`src/rtl/grid_lookup_arbiter.sv`:
```
// grid_lookup_arbiter: round-robin sharing of one pixel-to-grid converter
// between N_REQ requesters. A grant registers the winner's pixel position
// onto gz_pos_*, acks the winner for one cycle, and the result returns on
// the shared rsp bus two edges after the grant, tagged by one-hot rsp_valid.
// Optional feature macro: GRID_ARB_PRIO0_EN (requester 0 gets fixed top
// priority; round-robin among the rest).
module grid_lookup_arbiter #(
  parameter int N_REQ    = 4,
  parameter int GRID_X_W = 6,
  parameter int GRID_Y_W = 5
) (
  input  logic                  clk,
  input  logic                  rst,
  input  logic [N_REQ-1:0]      req,
  input  logic [N_REQ*11-1:0]   req_h,
  input  logic [N_REQ*10-1:0]   req_v,
  output logic [N_REQ-1:0]      ack,
  output logic [N_REQ-1:0]      rsp_valid,
  output logic [GRID_X_W-1:0]   rsp_grid_x,
  output logic [GRID_Y_W-1:0]   rsp_grid_y,
  output logic [10:0]           gz_pos_h,
  output logic [9:0]            gz_pos_v,
  input  logic [GRID_X_W-1:0]   gz_grid_x,
  input  logic [GRID_Y_W-1:0]   gz_grid_y
);

  localparam int PW = (N_REQ > 1) ? $clog2(N_REQ) : 1;

  logic [N_REQ-1:0]    ack_q;
  logic [PW-1:0]       ptr_q, ptr_d;
  logic [10:0]         gz_pos_h_q;
  logic [9:0]          gz_pos_v_q;
  logic                s1_v_q, s2_v_q;
  logic [PW-1:0]       s1_idx_q, s2_idx_q;
  logic [N_REQ-1:0]    rsp_valid_q;
  logic [GRID_X_W-1:0] rsp_grid_x_q;
  logic [GRID_Y_W-1:0] rsp_grid_y_q;

  logic [N_REQ-1:0]    elig;
  logic                grant_v;
  logic [PW-1:0]       grant_idx;
  logic [N_REQ-1:0]    grant_oh;
  logic [N_REQ-1:0]    s2_oh;
  logic [10:0]         win_h;
  logic [9:0]          win_v;

  assign ack        = ack_q;
  assign rsp_valid  = rsp_valid_q;
  assign rsp_grid_x = rsp_grid_x_q;
  assign rsp_grid_y = rsp_grid_y_q;
  assign gz_pos_h   = gz_pos_h_q;
  assign gz_pos_v   = gz_pos_v_q;

  // Pick the winner: first eligible index after ptr, wrapping around.
  always_comb begin
    elig      = req & ~ack_q;
    grant_v   = 1'b0;
    grant_idx = '0;
    ptr_d     = ptr_q;
`ifdef GRID_ARB_PRIO0_EN
    if (elig[0]) begin
      grant_v   = 1'b1;
      grant_idx = '0;
    end else begin
      // Rotation covers 1..N_REQ-1 only, so ptr never holds 0 here and a
      // single subtraction is enough to wrap.
      for (int unsigned off = 1; off < N_REQ; off++) begin
        int unsigned cand;
        cand = int'(ptr_q) + off;
        if (cand > N_REQ - 1) cand = cand - (N_REQ - 1);
        if (!grant_v && elig[cand[PW-1:0]]) begin
          grant_v   = 1'b1;
          grant_idx = cand[PW-1:0];
        end
      end
      if (grant_v) ptr_d = grant_idx;
    end
`else
    for (int unsigned off = 1; off <= N_REQ; off++) begin
      int unsigned cand;
      cand = (int'(ptr_q) + off) % N_REQ;
      if (!grant_v && elig[cand[PW-1:0]]) begin
        grant_v   = 1'b1;
        grant_idx = cand[PW-1:0];
      end
    end
    if (grant_v) ptr_d = grant_idx;
`endif
  end

  // Decode winner and stage-2 tag into one-hot vectors; select winner position.
  always_comb begin
    grant_oh = '0;
    s2_oh    = '0;
    if (grant_v) grant_oh[grant_idx] = 1'b1;
    s2_oh[s2_idx_q] = 1'b1;
    win_h = req_h[11*int'(grant_idx) +: 11];
    win_v = req_v[10*int'(grant_idx) +: 10];
  end

  // Grant register: ack, pointer and converter position.
  always_ff @(posedge clk or posedge rst) begin
    if (rst) begin
      ack_q      <= '0;
      ptr_q      <= PW'(N_REQ - 1);
      gz_pos_h_q <= '0;
      gz_pos_v_q <= '0;
    end else begin
      ack_q <= grant_oh;
      ptr_q <= ptr_d;
      if (grant_v) begin
        gz_pos_h_q <= win_h;
        gz_pos_v_q <= win_v;
      end
    end
  end

  // Two-stage tag pipeline tracking which requester owns the converter result.
  always_ff @(posedge clk or posedge rst) begin
    if (rst) begin
      s1_v_q   <= 1'b0;
      s1_idx_q <= '0;
      s2_v_q   <= 1'b0;
      s2_idx_q <= '0;
    end else begin
      s1_v_q   <= grant_v;
      s1_idx_q <= grant_idx;
      s2_v_q   <= s1_v_q;
      s2_idx_q <= s1_idx_q;
    end
  end

  // Response register: capture converter output when a tagged result is due.
  always_ff @(posedge clk or posedge rst) begin
    if (rst) begin
      rsp_valid_q  <= '0;
      rsp_grid_x_q <= '0;
      rsp_grid_y_q <= '0;
    end else begin
      rsp_valid_q <= s2_v_q ? s2_oh : '0;
      if (s2_v_q) begin
        rsp_grid_x_q <= gz_grid_x;
        rsp_grid_y_q <= gz_grid_y;
      end
    end
  end

endmodule

```
`config.mk`:
```
export PLATFORM = sky130hd
export DESIGN_NAME = grid_lookup_arbiter
export DESIGN_NICKNAME = d
export VERILOG_FILES = /design/src/rtl/grid_lookup_arbiter.sv
export SDC_FILE = /design/constraint.sdc
export NUM_CORES = 1
export LEC_CHECK = 0
export ABC_CLOCK_PERIOD_IN_PS = 1800
export BUFFER_PORTS_ARGS = -buffer_cell sky130_fd_sc_hd__buf_4
export CAP_MARGIN = 0
export CORE_MARGIN = 2
export CORE_UTILIZATION = 35
export DETAILED_ROUTE_END_ITERATION = 16
export PLACE_DENSITY = 0.69
export SLEW_MARGIN = 20
export SYNTH_ARGS = -nofsm -noshare
export SYNTH_HDL_FRONTEND = slang
export SYNTH_SLANG_ARGS = --single-unit
```
`constraint.sdc`:
```
create_clock -name clk -period 1.8 [get_ports clk]
set_clock_uncertainty 0.1 [all_clocks]
set_input_delay 0.09 -clock clk [delete_from_list [all_inputs] [get_ports clk]]
set_output_delay 0.09 -clock clk [all_outputs]
set_load 0.01 [all_outputs]
```
==> results of run 1 <==
[flip-flops by register name, indices dropped and copies added (netlist names)]
register / count
gz_pos_h: 11
gz_pos_v: 10
rsp_grid_x: 6
rsp_grid_y: 5
ack: 4
rsp_valid: 4
ptr_q: 2
s1_idx_q: 2
s2_idx_q: 2
s1_v_q: 1
s2_v_q: 1
[per-layer routing]
| layer | vias to the layer above | part of all wire (%) | routed length [um] | track usage [%] |
|---|---|---|---|---|
| li1 | 1040 | - | - | - |
| met1 | 1062 | 38 | 2500 | 17.9 |
| met2 | 82 | 55 | 3610 | 32.5 |
| met3 | 8 | 6.2 | 410 | 5.09 |
| met4 | 0 | 1.4 | 93 | 4.90 |
| met5 | - | 0 | 0 | 0 |
[power breakdown]
group	internal (mW)	leakage [nW]	switching, mW
Clock	0.694	0.0784	0.361
Sequential	1.53	0.554	0.250
Combinational	2.09	1.34	1.62
Total	4.32	1.98	2.23
[worst register-to-register path: stages (launching register included)]
cell,delay (ns)
sky130_fd_sc_hd__dfstp_2,0.39
sky130_fd_sc_hd__or4b_4,0.51
sky130_fd_sc_hd__o31a_1,0.14
sky130_fd_sc_hd__nand3_4,0.11
sky130_fd_sc_hd__buf_6,0.14
sky130_fd_sc_hd__clkbuf_16,0.14
sky130_fd_sc_hd__mux2i_1,0.23
sky130_fd_sc_hd__a221oi_2,0.08
[kinds of logic (layout without fill, tap and decap cells)]
group | count (synthesis) | in the layout | synth area share (%)
AO/OA/AOI/OAI | 30 | 30 | 15.2
multiplexers | 53 | 53 | 22.1
flip-flops | 48 | 48 | 48.9
AND/OR/NAND/NOR | 42 | 42 | 8.39
buffers and inverters | 18 | 186 | 5.34
[final timing paths]
check | slack (ns) | startpoint | endpoint | cells after the start
max | -0.17 | ptr_q[1] | gz_pos_h[2] | 7
min | 0.03 | req[0] | ptr_q[1] | 4
max reg2reg | -0.17 | ptr_q[1] | gz_pos_h[2] | 7
min reg2reg | 0.25 | s1_idx_q[0] | s2_idx_q[0] | 0
max in group asynchronous | 0.78 | rst | ptr_q[0] | 4
min in group asynchronous | 0.21 | rst | rsp_grid_y[1] | 3
[metrics by stage]
step	cells	TNS [ns]	total power, mW	worst slack [ns]	instance area, um2
after floorplan	191	-2.33	3.85	-0.115	2470
after global placement	431	-2.07	5.00	-0.131	3720
after detailed placement	431	-2.74	5.05	-0.161	3720
after CTS	452	-2.87	6.33	-0.168	4060
after global routing	455	-3.60	6.93	-0.227	4180
final	455	-2.40	6.55	-0.173	4180
[layout make-up]
cell class	count	area share, %
Tap cell	96	2.87
Multi-Input combinational cell	125	29.6
Sequential cell	48	28.8
Timing Repair Buffer	173	34.5
Clock buffer	5	1.65
Clock inverter	3	2.15
Inverter	5	0.509
[placed cells by master, fill, tap and decap left out, types with 2 or more instances in the layout]
cell type / n
sky130_fd_sc_hd__buf_4: 151
sky130_fd_sc_hd__dfrtp_1: 46
sky130_fd_sc_hd__mux2i_1: 28
sky130_fd_sc_hd__nor2_1: 23
sky130_fd_sc_hd__a221oi_2: 19
sky130_fd_sc_hd__mux2i_2: 13
sky130_fd_sc_hd__dlygate4sd3_1: 12
sky130_fd_sc_hd__mux2_2: 11
sky130_fd_sc_hd__buf_12: 7
sky130_fd_sc_hd__clkbuf_8: 5
sky130_fd_sc_hd__nand2_1: 3
sky130_fd_sc_hd__o21ai_0: 3
sky130_fd_sc_hd__bufinv_16: 3
sky130_fd_sc_hd__nand2b_1: 2
sky130_fd_sc_hd__nand2b_4: 2
sky130_fd_sc_hd__and2_1: 2
sky130_fd_sc_hd__inv_2: 2
sky130_fd_sc_hd__inv_1: 2
sky130_fd_sc_hd__and2_4: 2
sky130_fd_sc_hd__a221oi_1: 2
sky130_fd_sc_hd__dfstp_2: 2
sky130_fd_sc_hd__buf_6: 2
[timing repair]
action                                 CTS  global route
gates resized for setup                  9            23
pin swaps                                3             3
gates cloned                             1             1
hold buffers                            12             0
setup endpoints to repair               23            24
setup buffers                            0             4
endpoints found under the hold margin   27             0
==> metrics list, run 1 <==
* Run status: finished with violations
* Violations in the final reports: setup timing
* Initial standard-cell utilization of the core: 36.2%
- The synthesized design contains 0 enable-type register cells.
- The HPWL after detailed placement is 4850 um.
- For this run the aggregate overflow at the end of global routing stands at 0.
* Startpoint type of the worst setup path: flip-flop
* N_diodes: 0
- The H-tree was split into 2 levels.
* Area taken by multi-input logic gates: 0.00124 mm2
- sky130_fd_sc_hd__dfrtp_1 is the most common cell in the netlist.
- Synth top area share: 46.8%
- In this run the core area contains 30 standard-cell rows.
- Clk Latency, worst-skew pair: 0.30 ns
- For this run, the number of Yosys warnings is 0.
- Setup repair after global routing missed its margin: true
- Of all flip-flops after synthesis, the portion carrying an async set or reset was 100%.
* Num Clock Sinks: 48
- Transition time at the pin with the least slew margin: 0.525 ns
- Arrival time of data at the critical path endpoint: 2.05 ns
- In this run the worst hold path is classified as input pin to flip-flop.
- Routability-driven placement congestion ratio: 0.745
* Largest net degree at the start of global routing: 24
* Endpoint kind of the worst setup timing path: flip-flop
- Power spread over the standard cell area amounts to 1570 mW/mm2.
* Setup WS post-layout: -0.173 ns
- First drt pass iteration count: 4
* Static Leakage: 1.98 nW
- Synth top area cells: sky130_fd_sc_hd__dfrtp_1 (47%), sky130_fd_sc_hd__mux2i_1 (17%), sky130_fd_sc_hd__a221oi_2 (12%)
- Global-route wire length before repair: 10,100 um
* Proportion of synthesized chip area in sequential cells: 48.9%
- The final critical path takes up 110% of the cycle.
- After synthesis the netlist holds a flip-flop and latch count of 48.
- Across the whole layout, storage elements account for 0.00120 mm2.
- The worst pin sits at a relative slew slack of 65.0%.
- Number of nets in the synthesized netlist: 292
- The tree is rooted in a sky130_fd_sc_hd__clkbuf_8.
- On the worst path, the slowest cell contributes a delay of 0.51 ns.
* Number of max-slew violations in the final report: 0
- Number of distinct library cells after synthesis: 30
- Peak supply drop: 0.742 mV
* Fraction of layout instances using a drive strength above 1: 63.0%
- The initial antenna violation count is 0.
* Final min period: 1.97 ns
- Quantity of I/O buffers inserted on ports: 140
* IO Count: 141
- The floorplan step defined a core boundary enclosing 0.00679 mm2.
* Final setup vio count: 23
- Most used flip-flop cell after synthesis: sky130_fd_sc_hd__dfrtp_1
- Buffers inserted during clock tree synthesis total 5.
- Along the worst path, the maximum fanout reaches 5.
- Measured along the y axis, the die boundary spans 87.8 um.
- After detailed routing, the average wire length per cell comes to 14.5 um.
* Final nets: 459
- Cell area after technology mapping: 0.00246 mm2
* Count of endpoints failing hold in the final timing report: 0
- The critical path is of the flip-flop to flip-flop type.
* Synth-to-layout area growth: 70.0%
- The die covers 0.00771 mm2.
- The signal on the critical path passes through or4b_4 > o31a_1 > nand3_4 > buf_6 > clkbuf_16 > mux2i_1 > a221oi_2.
- DR vias/cell: 4.82
- FMAX: 507 MHz
- In the routed design, unresolved DRC markers number 0.
- Broken down by cell family, the worst path's largest delay share belongs to simple AND/OR/NAND/NOR gates.
* Vias in the first global route: 2,252
- Max-cap violation count: 0
* Count of routing violations after the opening detailed-route iteration: 75
- Vias post-DR: 2,192
- Post-Synthesis Cells: 191
* Fill cell instance count of the final layout: 555
* Worst hold slack: 0.0284 ns
- Post-layout utilization of the core: 61.5%
- Maximum count of clock buffers along a single path: 2
- For this design, the slowest cell found on the critical path is sky130_fd_sc_hd__or4b_4.
- Total routing resource utilization after global routing: 17.0%
- Post-synth top area cell: sky130_fd_sc_hd__dfrtp_1
* CTS clk-pin slew, worst paths: 0.09 ns
* Worst EP required: 1.88 ns
* Top cells by count, synth: sky130_fd_sc_hd__dfrtp_1 (46), sky130_fd_sc_hd__mux2i_1 (42), sky130_fd_sc_hd__nor2_1 (23), sky130_fd_sc_hd__a221oi_2 (20), sky130_fd_sc_hd__mux2_2 (11)
- Total Routed Length: 6620 um
* Antenna viol nets, final: 0
* CTS tree: yes
- In this run the mean area of a mapped cell was 12.9 um2.
- Measured along the x axis, the die boundary spans 87.8 um.
* Buffers plus inverters on the worst setup path: 2
(Power assumes the default switching activity.)
==> run 2: changes to the inputs <==
--- a/config.mk
+++ b/config.mk
@@ -8,10 +8,10 @@
 export ABC_CLOCK_PERIOD_IN_PS = 1800
 export BUFFER_PORTS_ARGS = -buffer_cell sky130_fd_sc_hd__buf_4
 export CAP_MARGIN = 0
-export CORE_MARGIN = 2
-export CORE_UTILIZATION = 35
+export CORE_UTILIZATION = 40
 export DETAILED_ROUTE_END_ITERATION = 16
-export PLACE_DENSITY = 0.69
+export HOLD_SLACK_MARGIN = 0.03
+export PLACE_DENSITY = 0.77
 export SLEW_MARGIN = 20
 export SYNTH_ARGS = -nofsm -noshare
 export SYNTH_HDL_FRONTEND = slang
==> metrics list, run 2 (synthesis results as in run 1) <==
* Vertical die dimension: 80.4 um
- For this configuration, the core starts out at a cell density of 41.5%.
- Category of the most critical setup path: flip-flop to flip-flop
- The register with the most flip-flops in the layout has 11 of them.
* First drt pass iteration count: 4
* Most used cells in the layout excluding fill and tap cells: sky130_fd_sc_hd__buf_4 (151), sky130_fd_sc_hd__dfrtp_1 (46), sky130_fd_sc_hd__mux2i_1 (27)
- Net switching fraction of the power: 36.6%
- Static Leakage: 1.94 nW
- Peak supply drop: 0.775 mV
- STA puts the critical path data arrival time at 2.04 ns.
* Total Power Consumption: 6.15 mW
- Setup repair after global routing could not meet its margin everywhere.
- Max transition margin: 62.9%
- Port buffering added 140 buffers.
* Count of routing violations after the opening detailed-route iteration: 84
- Startpoint type of the worst setup path: flip-flop
- The die is 80.4 um wide.
* Setup WS post-layout: -0.161 ns
- The final-report max-slew violation count is 0.
* Fill cell instance count of the final layout: 455
* Final clock period utilization by the worst path: 109%
- Clock Root Buffer: sky130_fd_sc_hd__clkbuf_8
- For the pin with the worst max-slew slack, the measured transition is 0.556 ns.
- Timing would allow up to 510 MHz.
- Die outline area: 0.00647 mm2
- At the worst endpoint, the required time is 1.87 ns.
- Area taken by multi-input logic gates: 0.00124 mm2
- Entering global routing, the biggest net connects 29 pins.
* IO Count: 141
- Count of endpoints failing hold in the final timing report: 0
- Vias post-DR: 2,214
* Routability-driven placement congestion ratio: 0.833
- Total routing resource utilization after global routing: 21.3%
* Critical path fanouts, max: 5
* Max-cap violation count: 0
- Maximum count of clock buffers along a single path: 2
- For this run, design rule violations remaining after detail routing come to 0.
- Power density cells: 1510 mW/mm2
- CTS clk-pin slew, worst paths: 0.08 ns
- Dividing the detail-routed wire length by the instance count gives 16.3 um.
- Final setup vio count: 21
- Most common cell after layout, fill and taps aside: sky130_fd_sc_hd__buf_4
- Final min period: 1.96 ns
- The flow ran to the end, but the final reports show violations.
- Synth-to-layout area growth: 65.8%
- The total overflow left after global routing is 0.
- In this run the cell area measured after placement is 0.00369 mm2.
- The number of antenna diodes in the final layout is 0.
- In this run the standard cell core region covers 0.00592 mm2.
- Worst hold path class: input pin to flip-flop
- Cell-internal power: 3.89 mW
- TritonCTS Buffers: 5
* Number of antenna violations at the first check in global routing: 0
* Part of the power in combinational logic: 60.2%
- Total Routed Length: 7040 um
- TritonCTS built the clock tree.
* Endpoint kind of the worst setup timing path: flip-flop
- In the final design database the tool counted 458 nets.
* H-tree Lvls: 2
- Summed over all nets, the switching power comes to 2.25 mW.
* Storage cell area: 0.00120 mm2
- Num Clock Sinks: 48
- Row generation in the floorplan step produced 28 rows.
- In this run the remaining antenna-violating nets after routing total 0.
- Of the cells placed in the final design, the portion with a size suffix greater than 1 is 62.0%.
- Relative contribution of sequential cells to total power: 29.0%
- Worst Setup Slack post-DPL: -0.141 ns
- Global-route wire length before repair: 10,400 um
- Detailed placement finished with a half-perimeter wire length of 4920 um.
- The number of global-route vias before repair came to 2,197.
- Violations in the final reports: setup timing
- Using the TritonRoute via totals, the vias-per-cell ratio works out to 5.11.
- Once layout is done, the placed cells without fillers occupy 0.00408 mm2.
* Clock group share of total power: 10.8%
* Clk Latency, worst-skew pair: 0.30 ns
## run 2: cell count changes in the layout (fill, tap and decap cells not counted), sizes merged
cell / change
clkinv: +2
bufinv: -3
## run 2: area by class of cell
| type | instances | share of cell area [%] |
|---|---|---|
| Timing Repair Buffer | 172 | 35.1 |
| Multi-Input combinational cell | 125 | 30.4 |
| Sequential cell | 48 | 29.5 |
| Tap cell | 75 | 2.30 |
| Clock buffer | 6 | 2.02 |
| Inverter | 5 | 0.460 |
| Clock inverter | 2 | 0.245 |
## run 2: path summary, 6_finish.rpt
kind | startpoint | endpoint | slack [ns] | depth (start not counted)
worst max-delay path | ptr_q[0] | gz_pos_h[9] | -0.16 | 7
worst min-delay path | req_h[32] | gz_pos_h[10] | 0.05 | 3
worst max register to register | ptr_q[0] | gz_pos_h[9] | -0.16 | 7
worst min register to register | s1_idx_q[1] | s2_idx_q[1] | 0.25 | 0
max in group asynchronous | rst | rsp_grid_x[3] | 0.82 | 4
min in group asynchronous | rst | ack[3] | 0.27 | 3
## run 2: critical path, cell delays in order (launching register included)
cell,delay [ns]
sky130_fd_sc_hd__dfstp_2,0.38
sky130_fd_sc_hd__or4b_4,0.53
sky130_fd_sc_hd__o31a_1,0.15
sky130_fd_sc_hd__nand3_4,0.13
sky130_fd_sc_hd__buf_6,0.13
sky130_fd_sc_hd__buf_16,0.12
sky130_fd_sc_hd__mux2i_2,0.23
sky130_fd_sc_hd__a221oi_2,0.07
## run 2: power by group through the flow
stage / clock (mW) / sequential (mW) / combinational [mW]
2_1_floorplan: 0 / 1.94 / 1.91
3_3_place_gp: 0 / 1.79 / 3.16
3_5_place_dp: 0 / 1.80 / 3.22
4_1_cts: 0.675 / 1.78 / 3.53
5_1_grt: 0.735 / 1.84 / 3.93
6_report: 0.665 / 1.78 / 3.70
## run 2: what timing repair did
| action | in CTS | in global routing |
|---|---|---|
| gates cloned | 2 | 0 |
| hold buffers | 12 | 0 |
| hold endpoints to repair | 29 | 0 |
| pin swaps | 0 | 3 |
| setup endpoints to repair | 23 | 26 |
| setup buffers | 2 | 0 |
| resized for setup | 6 | 21 |
## run 2: metrics by stage
stage / TNS [ns] / cells / hold slack (ns) / utilization (%)
after floorplan: -2.33 / 191 / 0.142 / -
after global placement: -1.69 / 409 / 0.0417 / 62.3
after detailed placement: -2.40 / 409 / 0.0389 / 62.3
after CTS: -2.72 / 433 / 0.0496 / 67.4
after global routing: -4.29 / 433 / 0.0562 / 68.9
final: -2.91 / 433 / 0.0525 / 68.9
## run 2: per-layer routing
metal | wire, um | part of all wire [%] | track usage (%)
met1 | 2720 | 39 | 25.0
met2 | 3920 | 56 | 38.6
met3 | 239 | 3.4 | 2.95
met4 | 170 | 2.4 | 8.75
met5 | 0 | 0 | 0
==> run 3: changes to the inputs <==
--- a/config.mk
+++ b/config.mk
@@ -11,6 +11,7 @@
 export CORE_UTILIZATION = 40
 export DETAILED_ROUTE_END_ITERATION = 16
 export HOLD_SLACK_MARGIN = 0.03
+export MAX_ROUTING_LAYER = met4
 export PLACE_DENSITY = 0.77
 export SLEW_MARGIN = 20
 export SYNTH_ARGS = -nofsm -noshare
==> metrics list, run 3 (synthesis results as in run 1) <==
- Relative to the synthesized area, the layout overhead comes to 65.7%.
* Static Leakage: 1.94 nW
- Power spent charging and discharging nets: 2.24 mW
- Final clock period utilization by the worst path: 109%
* Violations in the final reports: setup timing
* Vias post-DR: 2,229
* Net switching fraction of the power: 36.6%
- Final min period: 1.96 ns
* CTS tree: yes
- Routability-driven placement congestion ratio: 0.846
* Clock group share of total power: 10.8%
- Count of endpoints failing hold in the final timing report: 0
- The region available for standard cell placement spans 0.00592 mm2.
- DR vias/cell: 5.15
- Die W: 80.4 um
- Run status: finished with violations
- Maximum count of clock buffers along a single path: 2
- N_diodes: 0
* Max transition margin: 63.5%
- Final setup vio count: 23
- Final routed DRC violation total: 0
* Depth of the worst register-to-register path: 7
* Average wire per cell in the routed design: 16.2 um
- Num Clock Sinks: 48
* Final nets: 458
- In this run the tool buffered the top-level ports with 140 buffer cells.
- Setup repair after global routing could not meet its margin everywhere.
- The library cells used most frequently in the layout, excluding fill and tap cells, are sky130_fd_sc_hd__buf_4 (151), sky130_fd_sc_hd__dfrtp_1 (46), sky130_fd_sc_hd__mux2i_1 (28).
* H-tree Lvls: 2
- Total global routing overflow: 0
- Total Power Consumption: 6.13 mW
- The critical path is of the flip-flop to flip-flop type.
- Total Routed Length: 7030 um
* FMAX: 511 MHz
* Relative contribution of sequential cells to total power: 29.1%
* Largest net degree at the start of global routing: 29
- Part of the power in combinational logic: 60.1%
* Worst Hold Depth: 3
- Flip-flop count of the largest register after layout: 11
* Most common cell after layout, fill and taps aside: sky130_fd_sc_hd__buf_4
- Initial standard-cell utilization of the core: 41.5%
- Global-route wire length before repair: 10,400 um
- In this run the power density over the cells is 1500 mW/mm2.
* Dpl hpwl: 4920 um
* Clk Latency, worst-skew pair: 0.30 ns
- The initial antenna violation count was 0.
* TritonCTS Buffers: 5
- First drt pass iteration count: 4
- Clock Root Buffer: sky130_fd_sc_hd__clkbuf_8
- Setup slack on the worst reg-to-reg path comes out at -0.16 ns.
* Critical path fanouts, max: 5
- Worst hold path class: input pin to flip-flop
* # rows: 28
* Count of routing violations after the opening detailed-route iteration: 94
- The internal power of the cells totals 3.89 mW.
- The worst-case IR drop observed on VDD is 0.772 mV.
- 141 I/O pins were placed.
- Fraction of layout instances using a drive strength above 1: 61.5%
- Antenna viol nets, final: 0
* Worst reg2reg path endpoint: gz_pos_h[9]
* CTS clk-pin slew, worst paths: 0.08 ns
* Worst EP required: 1.87 ns
- Vertical die dimension: 80.4 um
- Arrival time of data at the critical path endpoint: 2.03 ns
* Endpoint kind of the worst setup timing path: flip-flop
- Total routing resource utilization after global routing: 21.9%
- STA classifies the critical path startpoint as a flip-flop.
- Max-cap violation count: 0
- The die covers 0.00647 mm2.
- Number of max-slew violations in the final report: 0
* R2r startpoint: ptr_q[0]
- Once routing completed, OpenROAD measured the worst setup slack at -0.158 ns.
- The path with the worst hold slack has its endpoint at gz_pos_h[10].
* Origin of the worst min-delay path: req_h[32]
- For the pin with the worst max-slew slack, the measured transition is 0.547 ns.
- The number of global-route vias before repair came to 2,198.
* Post-layout utilization of the core: 68.8%
==> run 3: worst max-delay path by stage <==
| stage | from | slack [ns] | cells after the start | end |
|---|---|---|---|---|
| 2_1_floorplan | ack[1] | -0.12 | 7 | gz_pos_h[7] |
| 3_3_place_gp | ptr_q[0] | -0.12 | 6 | gz_pos_v[8] |
| 3_5_place_dp | ptr_q[0] | -0.14 | 6 | gz_pos_v[8] |
| 4_1_cts | ptr_q[0] | -0.15 | 6 | gz_pos_v[4] |
| 5_1_grt | ptr_q[0] | -0.22 | 7 | gz_pos_h[9] |
| 6_report | ptr_q[0] | -0.16 | 7 | gz_pos_h[9] |
==> run 3: cell type report <==
class                      count  area (um2)
inverter                       5        18.8
clock inverter                 2        10.0
tap                           75        93.8
multi-input combinational    125        1230
sequential                    48        1200
timing repair buffer         172        1430
clock buffer                   6        82.6
fill                         455        1850
==> run 3: repair_timing <==
action                                 CTS  global route
setup endpoints to repair               23            26
buffers inserted                         2             0
gates cloned                             2             0
hold buffers                            12             0
endpoints found under the hold margin   29             0
pin swaps                                0             2
resized for setup                        6            18
==> run 3: per-stage QoR <==
step | setup slack [ns] | hold WS [ns] | TNS, ns | instance area (um2) | std cells
4_1_cts | -0.147 | 0.0496 | -2.72 | 3990 | 433
3_3_place_gp | -0.116 | 0.0417 | -1.69 | 3690 | 409
2_1_floorplan | -0.115 | 0.142 | -2.33 | 2470 | 191
5_1_grt | -0.218 | 0.0562 | -4.45 | 4080 | 433
3_5_place_dp | -0.141 | 0.0389 | -2.40 | 3690 | 409
6_report | -0.158 | 0.0525 | -2.89 | 4080 | 433
==> run 3: per-layer routing <==
layer  routed length (um)  global-route usage [%]
met1                 2680                    25.2
met5                    0                       -
met2                 3900                    38.6
met3                  253                    2.61
met4                  203                    8.75
==> run 3: worst max-delay path, cell delays in order (launching register included) <==
cell and delay [ns]:
sky130_fd_sc_hd__dfstp_2 0.38, sky130_fd_sc_hd__or4b_4 0.53, sky130_fd_sc_hd__o31a_1 0.15, sky130_fd_sc_hd__nand3_4 0.13, sky130_fd_sc_hd__buf_6 0.13, sky130_fd_sc_hd__buf_16 0.12, sky130_fd_sc_hd__mux2i_2 0.23, sky130_fd_sc_hd__a221oi_2 0.07
==> run 3: power by group through the flow <==
stage / Clock (mW) / Combinational (mW) / Sequential (mW)
floorplan: 0 / 1.91 / 1.94
global placement: 0 / 3.16 / 1.79
detailed placement: 0 / 3.22 / 1.80
CTS: 0.675 / 3.53 / 1.78
global route: 0.735 / 3.91 / 1.85
finish: 0.665 / 3.68 / 1.78
